## src/rtl/mem_arb_pkg.sv

```systemverilog
// Shared types and constants for the four-requester memory port arbiter.
// Optional feature macro used by the arbiter: MEM_ARB_TIMEOUT_EN.
package mem_arb_pkg;

    localparam int NUM_REQ     = 4;
    localparam int SEL_W       = 2;
    localparam int DATA_W_DEF  = 32;
    localparam int TIMEOUT_DEF = 16;

    typedef enum logic {
        IDLE = 1'b0,
        BUSY = 1'b1
    } arb_state_t;

    function automatic logic [NUM_REQ-1:0] idx_to_onehot(input logic [SEL_W-1:0] idx);
        logic [NUM_REQ-1:0] r;
        r      = '0;
        r[idx] = 1'b1;
        return r;
    endfunction

endpackage

```

## src/rtl/mem_port_arbiter_if.sv

```systemverilog
// Requester/memory-side bundle of the memory port arbiter.
// The slave modport is the arbiter's view; master is the requesters plus the memory.
interface mem_port_arbiter_if #(
    parameter int DATA_W = 32
);
    // Handshake: a requester holds req (and its addr/wdata/we) until it sees its
    // done bit; the memory completes the granted transaction by asserting
    // mem_ready for one edge while mem_valid is high, with mem_rdata valid then.
    logic [3:0]        req;
    logic [3:0]        we;
    logic [DATA_W-1:0] addr0;
    logic [DATA_W-1:0] addr1;
    logic [DATA_W-1:0] addr2;
    logic [DATA_W-1:0] addr3;
    logic [DATA_W-1:0] wdata0;
    logic [DATA_W-1:0] wdata1;
    logic [DATA_W-1:0] wdata2;
    logic [DATA_W-1:0] wdata3;
    logic [3:0]        gnt;
    logic [1:0]        sel;
    logic              mem_valid;
    logic              mem_we;
    logic [DATA_W-1:0] mem_addr;
    logic [DATA_W-1:0] mem_wdata;
    logic              mem_ready;
    logic [DATA_W-1:0] mem_rdata;
    logic [DATA_W-1:0] rdata;
    logic [3:0]        done;
    logic              err;

    modport slave (
        input  req, we, addr0, addr1, addr2, addr3,
        input  wdata0, wdata1, wdata2, wdata3,
        input  mem_ready, mem_rdata,
        output gnt, sel, mem_valid, mem_we, mem_addr, mem_wdata,
        output rdata, done, err
    );

    modport master (
        output req, we, addr0, addr1, addr2, addr3,
        output wdata0, wdata1, wdata2, wdata3,
        output mem_ready, mem_rdata,
        input  gnt, sel, mem_valid, mem_we, mem_addr, mem_wdata,
        input  rdata, done, err
    );

endinterface

```

## src/rtl/mux4_32.sv

```systemverilog
// 4:1 word mux used in front of the data-memory port.
module mux4_32 #(
    parameter int W = 32
) (
    input  logic [1:0]   sel,
    input  logic [W-1:0] d0,
    input  logic [W-1:0] d1,
    input  logic [W-1:0] d2,
    input  logic [W-1:0] d3,
    output logic [W-1:0] y
);

    always_comb begin
        y = d0;
        case (sel)
            2'd0:    y = d0;
            2'd1:    y = d1;
            2'd2:    y = d2;
            default: y = d3;
        endcase
    end

endmodule

```

## src/rtl/rr_pick4.sv

```systemverilog
// Combinational round-robin picker: the first eligible index after ptr wins,
// wrapping around so that ptr itself has the lowest priority.
module rr_pick4
    import mem_arb_pkg::*;
(
    input  logic [NUM_REQ-1:0] eligible,
    input  logic [SEL_W-1:0]   ptr,
    output logic               any,
    output logic [SEL_W-1:0]   idx
);

    logic [SEL_W-1:0] cand;

    // Scan from the farthest candidate to the nearest so the nearest eligible one sticks.
    always_comb begin
        any  = |eligible;
        idx  = '0;
        cand = '0;
        for (int k = NUM_REQ; k >= 1; k--) begin
            cand = ptr + SEL_W'(k);
            if (eligible[cand]) begin
                idx = cand;
            end
        end
    end

endmodule

```

## src/rtl/mem_port_arbiter.sv

```systemverilog
// Round-robin arbiter sharing the 32-bit data-memory port among four requesters.
// MEM_ARB_TIMEOUT_EN adds a BUSY watchdog that aborts with err after TIMEOUT cycles.
module mem_port_arbiter
    import mem_arb_pkg::*;
#(
    parameter int DATA_W = DATA_W_DEF
`ifdef MEM_ARB_TIMEOUT_EN
    ,
    parameter int TIMEOUT = TIMEOUT_DEF
`endif
) (
    input  logic                Clk,
    input  logic                Reset_n,
    mem_port_arbiter_if.slave   bus,
    output arb_state_t          dbg_state
);

    arb_state_t          state;
    logic [SEL_W-1:0]    ptr;
    logic [SEL_W-1:0]    sel_q;
    logic [NUM_REQ-1:0]  gnt_q;
    logic [NUM_REQ-1:0]  done_q;
    logic                mem_valid_q;
    logic                mem_we_q;
    logic [DATA_W-1:0]   rdata_q;

    logic [NUM_REQ-1:0]  eligible;
    logic                pick_any;
    logic [SEL_W-1:0]    pick_idx;

    // A requester that is seeing its done pulse is not eligible, so it can drop req cleanly.
    assign eligible = bus.req & ~done_q;

    rr_pick4 u_pick (
        .eligible (eligible),
        .ptr      (ptr),
        .any      (pick_any),
        .idx      (pick_idx)
    );

    mux4_32 #(.W(DATA_W)) u_addr_mux (
        .sel (sel_q),
        .d0  (bus.addr0),
        .d1  (bus.addr1),
        .d2  (bus.addr2),
        .d3  (bus.addr3),
        .y   (bus.mem_addr)
    );

    mux4_32 #(.W(DATA_W)) u_wdata_mux (
        .sel (sel_q),
        .d0  (bus.wdata0),
        .d1  (bus.wdata1),
        .d2  (bus.wdata2),
        .d3  (bus.wdata3),
        .y   (bus.mem_wdata)
    );

`ifdef MEM_ARB_TIMEOUT_EN
    localparam int CNT_W = $clog2(TIMEOUT + 1);

    logic [CNT_W-1:0] busy_cnt;
    logic             err_q;

    always_ff @(posedge Clk or negedge Reset_n) begin
        if (!Reset_n) begin
            state       <= IDLE;
            ptr         <= 2'd3;
            sel_q       <= '0;
            gnt_q       <= '0;
            done_q      <= '0;
            mem_valid_q <= 1'b0;
            mem_we_q    <= 1'b0;
            rdata_q     <= '0;
            busy_cnt    <= '0;
            err_q       <= 1'b0;
        end else begin
            done_q <= '0;
            err_q  <= 1'b0;
            case (state)
                IDLE: begin
                    if (pick_any) begin
                        state       <= BUSY;
                        gnt_q       <= idx_to_onehot(pick_idx);
                        sel_q       <= pick_idx;
                        mem_valid_q <= 1'b1;
                        mem_we_q    <= bus.we[pick_idx];
                        busy_cnt    <= '0;
                    end
                end
                BUSY: begin
                    // busy_cnt holds (BUSY cycle number - 1); ready wins over expiry.
                    if (bus.mem_ready) begin
                        if (!mem_we_q) begin
                            rdata_q <= bus.mem_rdata;
                        end
                        done_q      <= gnt_q;
                        ptr         <= sel_q;
                        state       <= IDLE;
                        gnt_q       <= '0;
                        mem_valid_q <= 1'b0;
                        mem_we_q    <= 1'b0;
                    end else if (busy_cnt == CNT_W'(TIMEOUT - 1)) begin
                        done_q      <= gnt_q;
                        err_q       <= 1'b1;
                        ptr         <= sel_q;
                        state       <= IDLE;
                        gnt_q       <= '0;
                        mem_valid_q <= 1'b0;
                        mem_we_q    <= 1'b0;
                    end else begin
                        busy_cnt <= busy_cnt + 1'b1;
                    end
                end
                default: state <= IDLE;
            endcase
        end
    end

    assign bus.err = err_q;
`else
    always_ff @(posedge Clk or negedge Reset_n) begin
        if (!Reset_n) begin
            state       <= IDLE;
            ptr         <= 2'd3;
            sel_q       <= '0;
            gnt_q       <= '0;
            done_q      <= '0;
            mem_valid_q <= 1'b0;
            mem_we_q    <= 1'b0;
            rdata_q     <= '0;
        end else begin
            done_q <= '0;
            case (state)
                IDLE: begin
                    if (pick_any) begin
                        state       <= BUSY;
                        gnt_q       <= idx_to_onehot(pick_idx);
                        sel_q       <= pick_idx;
                        mem_valid_q <= 1'b1;
                        mem_we_q    <= bus.we[pick_idx];
                    end
                end
                BUSY: begin
                    // Writes leave the captured read data untouched.
                    if (bus.mem_ready) begin
                        if (!mem_we_q) begin
                            rdata_q <= bus.mem_rdata;
                        end
                        done_q      <= gnt_q;
                        ptr         <= sel_q;
                        state       <= IDLE;
                        gnt_q       <= '0;
                        mem_valid_q <= 1'b0;
                        mem_we_q    <= 1'b0;
                    end
                end
                default: state <= IDLE;
            endcase
        end
    end

    assign bus.err = 1'b0;
`endif

    assign bus.gnt       = gnt_q;
    assign bus.sel       = sel_q;
    assign bus.mem_valid = mem_valid_q;
    assign bus.mem_we    = mem_we_q;
    assign bus.rdata     = rdata_q;
    assign bus.done      = done_q;
    assign dbg_state     = state;

endmodule

```

## src/flat_wrapper.sv

```systemverilog
// flat-port wrapper written by rule: the top's interface ports become plain ports
module mem_port_arbiter_flat import mem_arb_pkg::*;
#(
    parameter int DATA_W = DATA_W_DEF

)
  (Clk, Reset_n, dbg_state, bus_req, bus_we, bus_addr0, bus_addr1, bus_addr2, bus_addr3, bus_wdata0, bus_wdata1, bus_wdata2, bus_wdata3, bus_mem_ready, bus_mem_rdata, bus_gnt, bus_sel, bus_mem_valid, bus_mem_we, bus_mem_addr, bus_mem_wdata, bus_rdata, bus_done, bus_err);
  mem_port_arbiter_if #(.DATA_W(DATA_W)) bus_i ();
  input  logic Clk;
  input  logic Reset_n;
  output arb_state_t dbg_state;
  input wire logic [$bits(bus_i.req)-1:0] bus_req;
  input wire logic [$bits(bus_i.we)-1:0] bus_we;
  input wire logic [$bits(bus_i.addr0)-1:0] bus_addr0;
  input wire logic [$bits(bus_i.addr1)-1:0] bus_addr1;
  input wire logic [$bits(bus_i.addr2)-1:0] bus_addr2;
  input wire logic [$bits(bus_i.addr3)-1:0] bus_addr3;
  input wire logic [$bits(bus_i.wdata0)-1:0] bus_wdata0;
  input wire logic [$bits(bus_i.wdata1)-1:0] bus_wdata1;
  input wire logic [$bits(bus_i.wdata2)-1:0] bus_wdata2;
  input wire logic [$bits(bus_i.wdata3)-1:0] bus_wdata3;
  input wire logic [$bits(bus_i.mem_ready)-1:0] bus_mem_ready;
  input wire logic [$bits(bus_i.mem_rdata)-1:0] bus_mem_rdata;
  output wire logic [$bits(bus_i.gnt)-1:0] bus_gnt;
  output wire logic [$bits(bus_i.sel)-1:0] bus_sel;
  output wire logic [$bits(bus_i.mem_valid)-1:0] bus_mem_valid;
  output wire logic [$bits(bus_i.mem_we)-1:0] bus_mem_we;
  output wire logic [$bits(bus_i.mem_addr)-1:0] bus_mem_addr;
  output wire logic [$bits(bus_i.mem_wdata)-1:0] bus_mem_wdata;
  output wire logic [$bits(bus_i.rdata)-1:0] bus_rdata;
  output wire logic [$bits(bus_i.done)-1:0] bus_done;
  output wire logic [$bits(bus_i.err)-1:0] bus_err;
  assign bus_i.req = bus_req;
  assign bus_i.we = bus_we;
  assign bus_i.addr0 = bus_addr0;
  assign bus_i.addr1 = bus_addr1;
  assign bus_i.addr2 = bus_addr2;
  assign bus_i.addr3 = bus_addr3;
  assign bus_i.wdata0 = bus_wdata0;
  assign bus_i.wdata1 = bus_wdata1;
  assign bus_i.wdata2 = bus_wdata2;
  assign bus_i.wdata3 = bus_wdata3;
  assign bus_i.mem_ready = bus_mem_ready;
  assign bus_i.mem_rdata = bus_mem_rdata;
  assign bus_gnt = bus_i.gnt;
  assign bus_sel = bus_i.sel;
  assign bus_mem_valid = bus_i.mem_valid;
  assign bus_mem_we = bus_i.mem_we;
  assign bus_mem_addr = bus_i.mem_addr;
  assign bus_mem_wdata = bus_i.mem_wdata;
  assign bus_rdata = bus_i.rdata;
  assign bus_done = bus_i.done;
  assign bus_err = bus_i.err;
  mem_port_arbiter #(.DATA_W(DATA_W)) u_core (.Clk(Clk), .Reset_n(Reset_n), .bus(bus_i), .dbg_state(dbg_state));
endmodule
```

## config.mk

```make
export PLATFORM = sky130hd
export DESIGN_NAME = mem_port_arbiter_flat
export DESIGN_NICKNAME = d
export VERILOG_FILES = /design/src/rtl/mem_arb_pkg.sv /design/src/rtl/mem_port_arbiter_if.sv /design/src/rtl/mux4_32.sv /design/src/rtl/rr_pick4.sv /design/src/rtl/mem_port_arbiter.sv /design/src/flat_wrapper.sv
export SDC_FILE = /design/constraint.sdc
export NUM_CORES = 1
export LEC_CHECK = 0
export CAP_MARGIN = 25
export CELL_PAD_IN_SITES_DETAIL_PLACEMENT = 0
export CELL_PAD_IN_SITES_GLOBAL_PLACEMENT = 1
export CORE_AREA = 3 3 157 159
export CTS_CLUSTER_SIZE = 12
export DETAILED_ROUTE_END_ITERATION = 7
export DIE_AREA = 0 0 160 162
export DONT_BUFFER_PORTS = 1
export PLACE_DENSITY_LB_ADDON = 0.1
export REMOVE_ABC_BUFFERS = 1
export SLEW_MARGIN = 20
export SYNTH_ARGS = -nofsm -noshare
export SYNTH_HDL_FRONTEND = slang
export SYNTH_SLANG_ARGS = --single-unit
```

## constraint.sdc

```tcl
create_clock -name Clk -period 1.86 [get_ports Clk]
set_input_delay 0.093 -clock Clk [delete_from_list [all_inputs] [get_ports Clk]]
set_output_delay 0.093 -clock Clk [all_outputs]
set_load 0.03 [all_outputs]
```

# Word-level counts from Yosys, hierarchy flattened

Index checks and enable logic that the tools add are counted.

Bits in registers: 47
Bits in latches: 0
RAM bits: 0
Bits in read-only memories: 0
Word-level logic and storage cells: 63
Memories kept: 0

Add/sub/neg operators: 3
Multipliers: 0
Div/mod/pow operators: 0
Order comparisons: 6
Equal/unequal tests: 4
Shifts and indexed selects: 0
Mux-type cells: 31
Bitwise operators: 4
Reductions and logical operators: 7

Operators with widths:

| cell                  | number |
|---|---|
| $pmux W32 S3          | 2 |
| $mux W4               | 4 |
| $lt A2 B3 Y1 const B  | 5 |
| $mux W1               | 11 |
| $bmux W1 S2           | 5 |
| $mux W2               | 4 |
| $pmux W4 S2           | 1 |
| $pmux W1 S2           | 3 |
| $reduce_and A2 Y1     | 3 |
| $add A2 B2 Y2 const B | 2 |
| $and A4 B4 Y4         | 1 |
| $not A4 Y4            | 1 |
| $reduce_or A4 Y1      | 1 |
| $reduce_and A3 Y1     | 1 |
| $add A2 B1 Y2 const B | 1 |
| $demux W1 S2          | 1 |
| $eq A2 B1 Y1 const B  | 1 |
| $eq A2 B2 Y1 const B  | 1 |
| $ge A2 B1 Y1 const B  | 1 |
| $logic_not A2 Y1      | 1 |
| $ne A2 B1 Y1 const B  | 1 |
| $ne A2 B2 Y1 const B  | 1 |
| $not A1 Y1            | 2 |
| $logic_and A1 B1 Y1   | 1 |

# Logic depth before layout (Yosys ltp)

Gate-level depths: netlist of run 1.

Word-level depth: 14
Gate-level depth with buffers: 7
Gate-level depth less buffers: 7

# Cells and area by module

A second synthesis of run 1 with hierarchy kept.

Cells, all modules: 222
Area, all modules: 3754.9 sq um

By module, submodules not included:

| module           | instances | cells each | area an instance (sq um) | sequential area each (sq um) |
|---|---|---|---|---|
| mem_port_arbiter | 1         | 130        | 2034.5                   | 1178.6 |
| mux4_32          | 2         | 39         | 814.5                    | 0.0 |
| rr_pick4         | 1         | 14         | 91.3                     | 0.0 |

# Least setup slack after synthesis of run 1

No wires, ideal clock.

Kind: register to register
Start: register u_core.done_q[1], in the netlist u_core.bus.done[1]
End: register u_core.mem_we_q, in the netlist u_core.bus.mem_we
Library setup time: 129 ps
Data arrival time: 1861 ps
Slack: -130 ps
Stages on the path, launching flop included: 8
Path buffers: 0
Period minus slack after synthesis: 1990 ps
Cell sequence: dfrtp_1 > or2b_4 > nor2_2 > a31oi_1 > nor3b_2 > mux2i_1 > nor3_1 > a2111o_1

Cells in the longest elaborated chain, start to end: 12
Elaborated cells between the ends (all ways): 21

RTL lines:

| what                          | RTL line                | text |
|---|---|---|
| start, declared               | mem_port_arbiter.sv:22  | `logic [NUM_REQ-1:0] done_q;` |
| start signal, assigned        | mem_port_arbiter.sv:150 | `done_q <= gnt_q;` |
| $not A4 Y4 (*)                | mem_port_arbiter.sv:32  | `assign eligible = bus.req & ~done_q;` |
| $and A4 B4 Y4 (*)             | mem_port_arbiter.sv:32  |  |
| $bmux W1 S2                   | rr_pick4.sv:21          | `if (eligible[cand]) begin` |
| $mux W1 (not written as such) | rr_pick4.sv:21          |  |
| $mux W2 (4 in series)         | rr_pick4.sv:21          |  |
| $bmux W1 S2                   | mem_port_arbiter.sv:141 | `mem_we_q <= bus.we[pick_idx];` |
| $mux W1 (not written as such) | mem_port_arbiter.sv:141 |  |
| $mux W1                       | mem_port_arbiter.sv:136 | `if (pick_any) begin` |
| $pmux W1 S2                   | mem_port_arbiter.sv:134 | `case (state)` |
| end signal, assigned          | mem_port_arbiter.sv:141 |  |
| end, declared                 | mem_port_arbiter.sv:24  | `logic mem_we_q;` |

Mark *: on every way between the ends. The rest lies on a longest branch, timed or not. The select of a mux whose other input is x is not followed.
A chain may end at the register's enable or synchronous reset.

# Worst setup path in the final report of run 1

Same ends and word-level chain as after synthesis.

==> flow_summary.ini, run 1 <==
[synth]
synth_warnings = 0
synth_seq_cells = 47
dominantRegCellSynth = dfrtp_1
synth.distinct_cells = 49
syn_avg_cell_area_um2 = 15.12
synthArstFlopShare = 1.000
synthCells = 238
ys_seq_area_frac = 0.3275
synth_edf_count = 0
synth_area_mm2 = 0.003598

[timing]
finClkSkew_ns = 0.007984
slew_violations = 0
period_minus_slack_ns = 1.969
tightestPinTransition_ns = 0.7760
finalHoldViolations = 0
whs_ns = 0.08868
min_period_over_period = 1.058
setup_viol = 10
finalWorstSetupSlack_ns = -0.1086
max_slew_margin = 0.4826
fin_tns_setup_ns = -0.2758
max_freq_ghz = 0.5080
rsz0062_at_grt = true

[setup_path]
rrSetupSlack_ns = -0.11
cp_slowest_cell = dfrtp_1
criticalPathCategory = flop to flop
critPathRequiredTime_ns = 2.03
cp-start-kind = flop
max_stage_delay_ns = 0.38
critPathMaxFanout = 4
reg2reg_from = u_core.bus.done[1]
crit_path_end_kind = flop
path_cells = buf_4 -> nor2b_4 -> or3_4 -> a21oi_4 -> nor2_4 -> buf_6 -> mux2_4 -> nor3_2 -> a2111o_1
arrival_ns = 2.14
startpoint = u_core.bus.done[1]

[cts]
cts_tree = done
clk_pin_slew_ns = 0.07
clk_path_buf_depth = 2
cts_max_level = 2
cts-buffers-inserted = 5
clk_latency_ns = 0.29
clock_sinks = 47
cts-root-buf = clkbuf_16

[floorplan]
rows = 56
coreArea_mm2 = 0.02340
ios = 409
dieWidth_um = 160
die_area_mm2 = 0.02592
die_h_um = 162
initial_core_util = 0.1538

[routing]
first_pass_iters = 4
wl_per_cell_um = 27.70
via_per_inst = 4.411
drt-initial-drc-count = 141
routed_wl_um = 17340
vias = 2761
route.detailed.drc = 0
drtAntennaViolNets = 0

[run]
cap_violations = 0

[finish]
nets = 604
final_common_cell = mux4_2
area_delta_synth_final_pct = 39.29
utilization = 0.2142
layout-drive-gt1-share = 0.5752
fin_area_mm2 = 0.005012
stdcell_count = 626
final_cell_mix = mux4_2, dfrtp_1, dlygate4sd3_1

[placement]
routabilityCongestion = 1.024
place_inst = 565
placed_area_mm2 = 0.004153
port_buffers = 0
dp.final_hpwl_um = 13910

[grt]
overflow = 0
grt_pass1_wl_um = 22470
grt_util_all_layers = 0.1180
antenna_found_initial = 10
grt_max_degree = 48
first_global_vias = 2923

[power_and_ir_drop]
p_leak_uw = 0.001855
power_density_mw_per_mm2 = 1859
vdd_drop_max_v = 0.0006409

[status]
failed_checks = setup timing
status = complete, but fails checks

[hold_path]
worstHoldPathType = primary input to flop
hold_start = bus_mem_ready
-- layer usage --
metal,track usage,share of wire,vias up
li1,-,-,1110
met1,0.1393,0.36,1379
met2,0.1935,0.49,235
met3,0.06682,0.14,23
met4,0.01499,0.0063,14
met5,0,0.0050,-
-- registers in the layout, summed over array words and instances, names as in the netlist --
register,count
u_core.bus.gnt,4
u_core.bus.mem_valid,1
u_core.dbg_state,1
u_core.bus.rdata,32
u_core.bus.mem_we,1
u_core.bus.done,4
u_core.bus.sel,2
u_core.ptr,2
-- stage by stage --
step,total power [uW],worst slack (ns)
after floorplan,5945,-1.767
after global placement,7574,-0.2255
after detailed placement,7560,-0.2874
after CTS,8980,-0.1158
after global routing,9772,-0.1796
final,9318,-0.1086
-- Yosys cell counts (3+ instances only) --
| library cell | number | share of area |
|---|---|---|
| buf_2 | 9 | 0.013 |
| mux4_2 | 64 | 0.40 |
| o21ai_0 | 5 | 0.0070 |
| mux2_2 | 34 | 0.11 |
| mux2i_1 | 4 | 0.011 |
| dfrtp_1 | 45 | 0.31 |
| and3_1 | 4 | 0.0070 |
| clkbuf_1 | 8 | 0.0083 |
| inv_1 | 3 | 0.0031 |
| nand2_1 | 10 | 0.010 |
| nor2_1 | 5 | 0.0052 |
-- final timing paths --
kind / to / cells past startpoint
hold reg to reg: u_core.ptr[1] / 3
min in group asynchronous: u_core.bus.mem_valid / 2
max in group asynchronous: u_core.ptr[0] / 2
setup / recovery: u_core.bus.mem_we / 9
hold / removal: u_core.ptr[1] / 3
setup reg to reg: u_core.bus.mem_we / 9
-- cell type report --
type                            instances  area (um2)
Clock buffer                            7       142.6
Timing Repair Buffer                   82       915.9
Tap cell                              319       399.1
Inverter                                3       11.26
Antenna cell                            1       2.502
Sequential cell                        47        1186
Multi-Input combinational cell        166        2350
Fill cell                            2541       18390
Clock inverter                          1       5.005
-- power by group --
part	switching (uW)	total (uW)	internal (uW)	leakage, uW
registers	1100	2540	1430	0.000560
clock network	397	932	534	0.0000739
logic	3300	5850	2550	0.00122
total	4800	9320	4520	0.00186
-- cells by family after synthesis --
kind of cell | count (synthesis) | synth area share
AOI/OAI and AO/OA | 19 | 0.04173
buffers and inverters | 25 | 0.03164
DFF | 47 | 0.3275
muxes | 103 | 0.5212
other | 1 | 0.001042
and+or+nand+nor | 43 | 0.07684
-- critical path, delay by kind of cell (launching register included) --
kind	cells	cell delay, ns
buf+inv	2	0.25
simple gates	4	0.52
flops	1	0.38
compound gates	2	0.51
mux	1	0.19
-- repair_timing --
item | in CTS | in global routing
cloned | 2 | 4
setup buffers | 4 | 7
endpoints found under the setup margin | 53 | 56
hold buffers | 35 | 0
hold endpoints to repair | 83 | 0
resized for setup | 17 | 4
pin swaps | 7 | 5
Power figures use the tool's default switching activity.
==> run 2: changes to the inputs <==
==> constraint.sdc (replaced) <==
create_clock -name Clk -period 1.66 [get_ports Clk]
set_input_delay 0.083 -clock Clk [delete_from_list [all_inputs] [get_ports Clk]]
set_output_delay 0.083 -clock Clk [all_outputs]
set_load 0.03 [all_outputs]
==> run 2 against run 1 <==
  * The run still ends with setup timing left
  * Hold slack worse by 0.0096 ns
  * Via count is 1.4% higher
  * Non-clock buffer count is 9 higher
  * Power is 16% higher
  * First-iteration DRC count is 18% lower
  * Critical endpoint unchanged
==> flow_summary.ini, run 2 (synthesized netlist as in run 1, its figures left out) <==
[cts]
clk_path_buf_depth = 2
cts_tree = done
clk_latency_ns = 0.29
clock_sinks = 47
cts_max_level = 2
cts-root-buf = clkbuf_16
cts-buffers-inserted = 5
clk_pin_slew_ns = 0.08

[grt]
top_usage_layer = met2
antenna_found_initial = 13
grt_util_all_layers = 0.1211
grt_pass1_wl_um = 23070
overflow = 0
grt_util_met2 = 0.2007
use_met3 = 0.07651
first_global_vias = 3148
grt_max_degree = 59
grt_use_met1 = 0.1351

[power_and_ir_drop]
clkPwrFrac = 0.100
power_frac_comb = 0.640
power_frac_seq = 0.261
intPower_uw = 5280
vdd_drop_max_v = 0.0008065
power_density_mw_per_mm2 = 2088
power_switching_uw = 5521
p_leak_uw = 0.001920
sw_frac_of_total = 0.5111

[placement]
place_inst = 572
routabilityCongestion = 1.018
dp_slack_ns = -0.3738
dp.final_hpwl_um = 13700
port_buffers = 0

[timing]
setup_viol = 70
finalHoldViolations = 0
finalWorstSetupSlack_ns = -0.2802
max_freq_ghz = 0.5154
fin_tns_setup_ns = -10.84
finClkSkew_ns = 0.006573
period_minus_slack_ns = 1.940
slew_violations = 0
min_period_over_period = 1.169
rsz0062_at_grt = true

[routing]
drtAntennaViolNets = 0
first_pass_iters = 4
wl_per_cell_um = 27.01
drt-initial-drc-count = 116
route.detailed.drc = 0
via_per_inst = 4.377
vias = 2801
routed_wl_um = 17290

[finish]
area_delta_synth_final_pct = 43.74
nFillCells = 2525
layout-drive-gt1-share = 0.5937
largest_register_ffs = 32
final_cell_mix = mux4_2, dfrtp_1, buf_4
stdcell_count = 640
final_common_cell = mux4_2
nets = 613

[setup_path]
crit_path_end_kind = flop
rrSetupSlack_ns = -0.28
reg2regPathDepth = 9
critPathMaxFanout = 4
arrival_ns = 2.12
reg2reg_from = u_core.bus.done[1]
criticalPathCategory = flop to flop
reg2reg_to = u_core.bus.mem_we
critPathRequiredTime_ns = 1.84
cp-start-kind = flop

[floorplan]
ios = 409
dieWidth_um = 160
die_area_mm2 = 0.02592
rows = 56
die_h_um = 162
coreArea_mm2 = 0.02340
initial_core_util = 0.1538

[run]
cap_violations = 0

[hold_path]
whs_endpoint = u_core.ptr[1]
whs_path_depth = 3
hold_start = bus_mem_ready
worstHoldPathType = primary input to flop

[status]
failed_checks = setup timing
status = complete, but fails checks
-- run 2: changes by cell type in the layout (fill, tap and decap cells not counted), moves of 3 or more --
cell / delta
buf_4: +4
clkbuf_16: -3
diode_2: +5
buf_12: +7
-- run 2: worst max path at each step --
stage	start	to	depth (start not counted)
floorplan	u_core.bus.sel[0]	bus_mem_addr[0]	1
global placement	u_core.bus.done[1]	u_core.bus.mem_we	7
detailed placement	u_core.bus.done[1]	u_core.bus.mem_we	7
CTS	u_core.bus.done[1]	u_core.bus.mem_we	9
global route	u_core.bus.done[1]	u_core.bus.mem_we	9
finish	u_core.bus.done[1]	u_core.bus.mem_we	9
-- run 2: worst max-delay path, cell delays in order, from the launching register on --
cell	delay (ns)
dfrtp_1	0.39
buf_6	0.12
nor2b_4	0.03
or3_4	0.37
a21oi_4	0.18
nor2_4	0.06
buf_4	0.13
mux2_2	0.20
nor3_1	0.04
a2111o_1	0.28
-- run 2: power groups by stage --
stage | registers, uW | clock network (uW) | logic, uW
after global routing | 2890 | 1180 | 7290
after floorplan | 3210 | 0 | 3380
after global placement | 2830 | 0 | 5770
after detailed placement | 2790 | 0 | 5780
after CTS | 2810 | 1130 | 7020
final | 2810 | 1080 | 6910
-- run 2: final cells by class --
cell class              count  area (um2)  share of cell area
inverters                   3       11.26            0.002177
clock buffers               5       125.1             0.02419
multi-input cells         166        2379              0.4598
clock inverters             3       27.53            0.005322
flip-flops and latches     47        1186              0.2293
well taps                 319       399.1             0.07717
repair buffers             91        1030              0.1991
diodes                      6       15.01            0.002903
-- run 2: routing by layer --
metal	vias to the layer above	routed length, um
met5	-	70
met1	1397	6214
li1	1135	-
met4	12	95
met3	22	2312
met2	235	8593
-- run 2: per-stage QoR --
| stage | hold WS (ns) | total power (uW) | cell area (um2) | util |
|---|---|---|---|---|
| after global placement | -0.2108 | 8603 | 4230 | 0.1808 |
| after CTS | 0.06450 | 10960 | 5126 | 0.2190 |
| after global routing | 0.09431 | 11360 | 5165 | 0.2207 |
| final | 0.07903 | 10800 | 5172 | 0.2210 |
| after floorplan | -0.2126 | 6583 | 3496 | - |
| after detailed placement | -0.2114 | 8561 | 4230 | 0.1808 |
-- run 2: repair_timing --
item / CTS / global route
hold buffers: 35 / 0
hold endpoints to repair: 83 / 0
endpoints found under the setup margin: 71 / 71
buffers inserted: 10 / 7
cloned: 7 / 2
pin swaps: 5 / 3
resized for setup: 23 / 14
==> run 3: changes to the inputs <==
--- a/config.mk
+++ b/config.mk
@@ -5,17 +5,18 @@
 export SDC_FILE = /design/constraint.sdc
 export NUM_CORES = 1
 export LEC_CHECK = 0
+export ABC_AREA = 1
 export CAP_MARGIN = 25
 export CELL_PAD_IN_SITES_DETAIL_PLACEMENT = 0
 export CELL_PAD_IN_SITES_GLOBAL_PLACEMENT = 1
-export CORE_AREA = 3 3 157 159
+export CORE_AREA = 3 3 156 158
 export CTS_CLUSTER_SIZE = 12
 export DETAILED_ROUTE_END_ITERATION = 7
-export DIE_AREA = 0 0 160 162
+export DIE_AREA = 0 0 159 161
 export DONT_BUFFER_PORTS = 1
 export PLACE_DENSITY_LB_ADDON = 0.1
+export RECOVER_POWER = 50
 export REMOVE_ABC_BUFFERS = 1
-export SLEW_MARGIN = 20
 export SYNTH_ARGS = -nofsm -noshare
 export SYNTH_HDL_FRONTEND = slang
 export SYNTH_SLANG_ARGS = --single-unit
==> run 3 against run 2 <==
  * The flow still finishes with violations (setup timing)
  * Global-route usage rose by 2.2 points
  * Hold slack got worse by 0.015 ns
  * First-iteration DRC count rose by 65%
  * Critical path type is now flop to output pin
==> flow_summary.ini, run 3 <==
[setup_path]
cp-start-kind = flop
critPathMaxFanout = 5
critPathRequiredTime_ns = 1.58
arrival_ns = 1.70
criticalPathCategory = flop to output pin
crit_path_end_kind = output pin

[finish]
area_delta_synth_final_pct = 75.57
nets = 964
layout-drive-gt1-share = 0.3614
multi_input_area_mm2 = 0.002414
nFillCells = 2628
antenna_cells = 0
final_cell_mix = nand2_1, nand4_1, buf_6
largest_register_ffs = 32
fin_area_mm2 = 0.006177
seqCellArea_mm2 = 0.001180
utilization = 0.2655
stdcell_count = 983
final_common_cell = nand2_1

[timing]
max_freq_ghz = 0.5615
slew_violations = 0
min_period_over_period = 1.073
rsz0062_at_grt = true
period_minus_slack_ns = 1.781
fin_tns_setup_ns = -3.617
max_slew_margin = 0.2037
finClkSkew_ns = 0.006777
finalHoldViolations = 0
tightestPinTransition_ns = 1.194
finalWorstSetupSlack_ns = -0.1209
setup_viol = 64

[cts]
cts-buffers-inserted = 5
clock_sinks = 47
clk_pin_slew_ns = 0.06
cts_tree = done
clk_path_buf_depth = 2
cts_max_level = 2
cts-root-buf = clkbuf_16
clk_latency_ns = 0.28

[floorplan]
rows = 56
die_h_um = 161
coreArea_mm2 = 0.02326
ios = 409
die_area_mm2 = 0.02560
dieWidth_um = 159
initial_core_util = 0.1512

[power_and_ir_drop]
power_frac_comb = 0.764
power_density_mw_per_mm2 = 2545
power_switching_uw = 8194
p_leak_uw = 0.002707
sw_frac_of_total = 0.5213
vdd_drop_max_v = 0.001018
power_frac_seq = 0.177
clkPwrFrac = 0.060
intPower_uw = 7525

[grt]
grt_util_all_layers = 0.1430
grt_util_met2 = 0.2619
use_met3 = 0.04796
top_usage_layer = met2
grt_max_degree = 48
antenna_found_initial = 0
first_global_vias = 4527
grt_use_met1 = 0.1620
overflow = 0
grt_pass1_wl_um = 28300

[synth]
synth_area_mm2 = 0.003518
synth_edf_count = 0
synthCells = 531
ys_top_cells_by_count = nand2_1, nand4_1, dfrtp_1, mux2_2, clkbuf_1
yosys.area.top_type = dfrtp_1
synth_warnings = 0
dominantRegCellSynth = dfrtp_1
yosysMostFrequentCell = nand2_1
synthArstFlopShare = 1.000
ys_seq_area_frac = 0.3350
synth_top_area_share = 0.3201
syn_avg_cell_area_um2 = 6.626
synth.distinct_cells = 28
synth.area.top_cells = dfrtp_1, nand2_1, nand4_1
synth_seq_cells = 47

[status]
status = complete, but fails checks
failed_checks = setup timing

[hold_path]
worstHoldPathType = primary input to flop

[routing]
via_per_inst = 4.466
routed_wl_um = 20920
vias = 4390
wl_per_cell_um = 21.28
drtAntennaViolNets = 0
route.detailed.drc = 0
drt-initial-drc-count = 191
first_pass_iters = 5

[placement]
place_inst = 915
dp_slack_ns = -0.06483
port_buffers = 0
routabilityCongestion = 0.8653
dp.final_hpwl_um = 14770
placed_area_mm2 = 0.004695

[run]
cap_violations = 0
[run 3: changes by cell type in the layout (fill, tap and decap cells not counted), moves of 19 or more]
cell	change
nand4_1	+63
buf_6	+60
nand2_1	+228
mux4_2	-64
nand2_2	+33
nand2_4	+19
[run 3: final cells by class]
cell class                      count  area share
Sequential cell                    47      0.1910
Tap cell                          319     0.06461
Clock inverter                      1    0.001215
Multi-Input combinational cell    431      0.3907
Clock buffer                        5     0.02026
Inverter                           22     0.01418
Timing Repair Buffer              158      0.3180
[run 3: worst max-delay path, stage by stage, from the launching register on]
cell and delay [ns]:
dfrtp_1 0.42, buf_6 0.15, nor2_4 0.14, buf_12 0.12, buf_12 0.13, buf_16 0.14, nand2_1 0.05, nand4_1 0.12
buf_6 0.15
[run 3: repair_timing]
action / in CTS / in global routing
gates resized for setup: 87 / 66
pin swaps: 16 / 45
cloned: 8 / 5
hold endpoints to repair: 79 / 0
hold buffers: 34 / 0
buffers inserted: 9 / 7
endpoints found under the setup margin: 66 / 71
[run 3: per-stage QoR]
step                power [uW]  hold slack [ns]
finish                   15720          0.06425
detailed placement       11680          -0.2114
floorplan                 7709          -0.2126
CTS                      14830          0.06805
global route             16590           0.1051
global placement         11650          -0.2115
[run 3: routing by layer]
layer	wire (um)	part of all wire
met2	10930	0.52
met5	0	0
met3	1922	0.092
met4	318	0.015
met1	7744	0.37
[run 3: cell families after synthesis]
group	synth area share
and+or+nand+nor	0.4744
other	0.001066
buffers and inverters	0.06366
muxes	0.1024
DFF	0.3350
AOI/OAI and AO/OA	0.02347
[run 3: worst paths after layout]
| kind | cells after the start | slack (ns) | startpoint | to |
|---|---|---|---|---|
| max in group asynchronous | 2 | 0.27 | Reset_n | u_core.bus.sel[0] |
| worst min-delay path | 4 | 0.06 | bus_we[3] | u_core.bus.mem_we |
| worst min register to register | 2 | 0.53 | u_core.ptr[1] | u_core.ptr[1] |
| worst max register to register | 13 | -0.08 | u_core.ptr[0] | u_core.bus.mem_we |
| min in group asynchronous | 2 | 0.59 | Reset_n | u_core.bus.rdata[26] |
| worst max-delay path | 8 | -0.12 | u_core.bus.sel[1] | bus_mem_addr[14] |
[run 3: power by group through the flow]
stage               clock, uW  combinational [uW]  sequential (uW)
CTS                       969               11100             2800
global route             1040               12700             2850
floorplan                   0                4960             2750
global placement            0                8840             2810
detailed placement          0                8880             2810
finish                    937               12000             2780
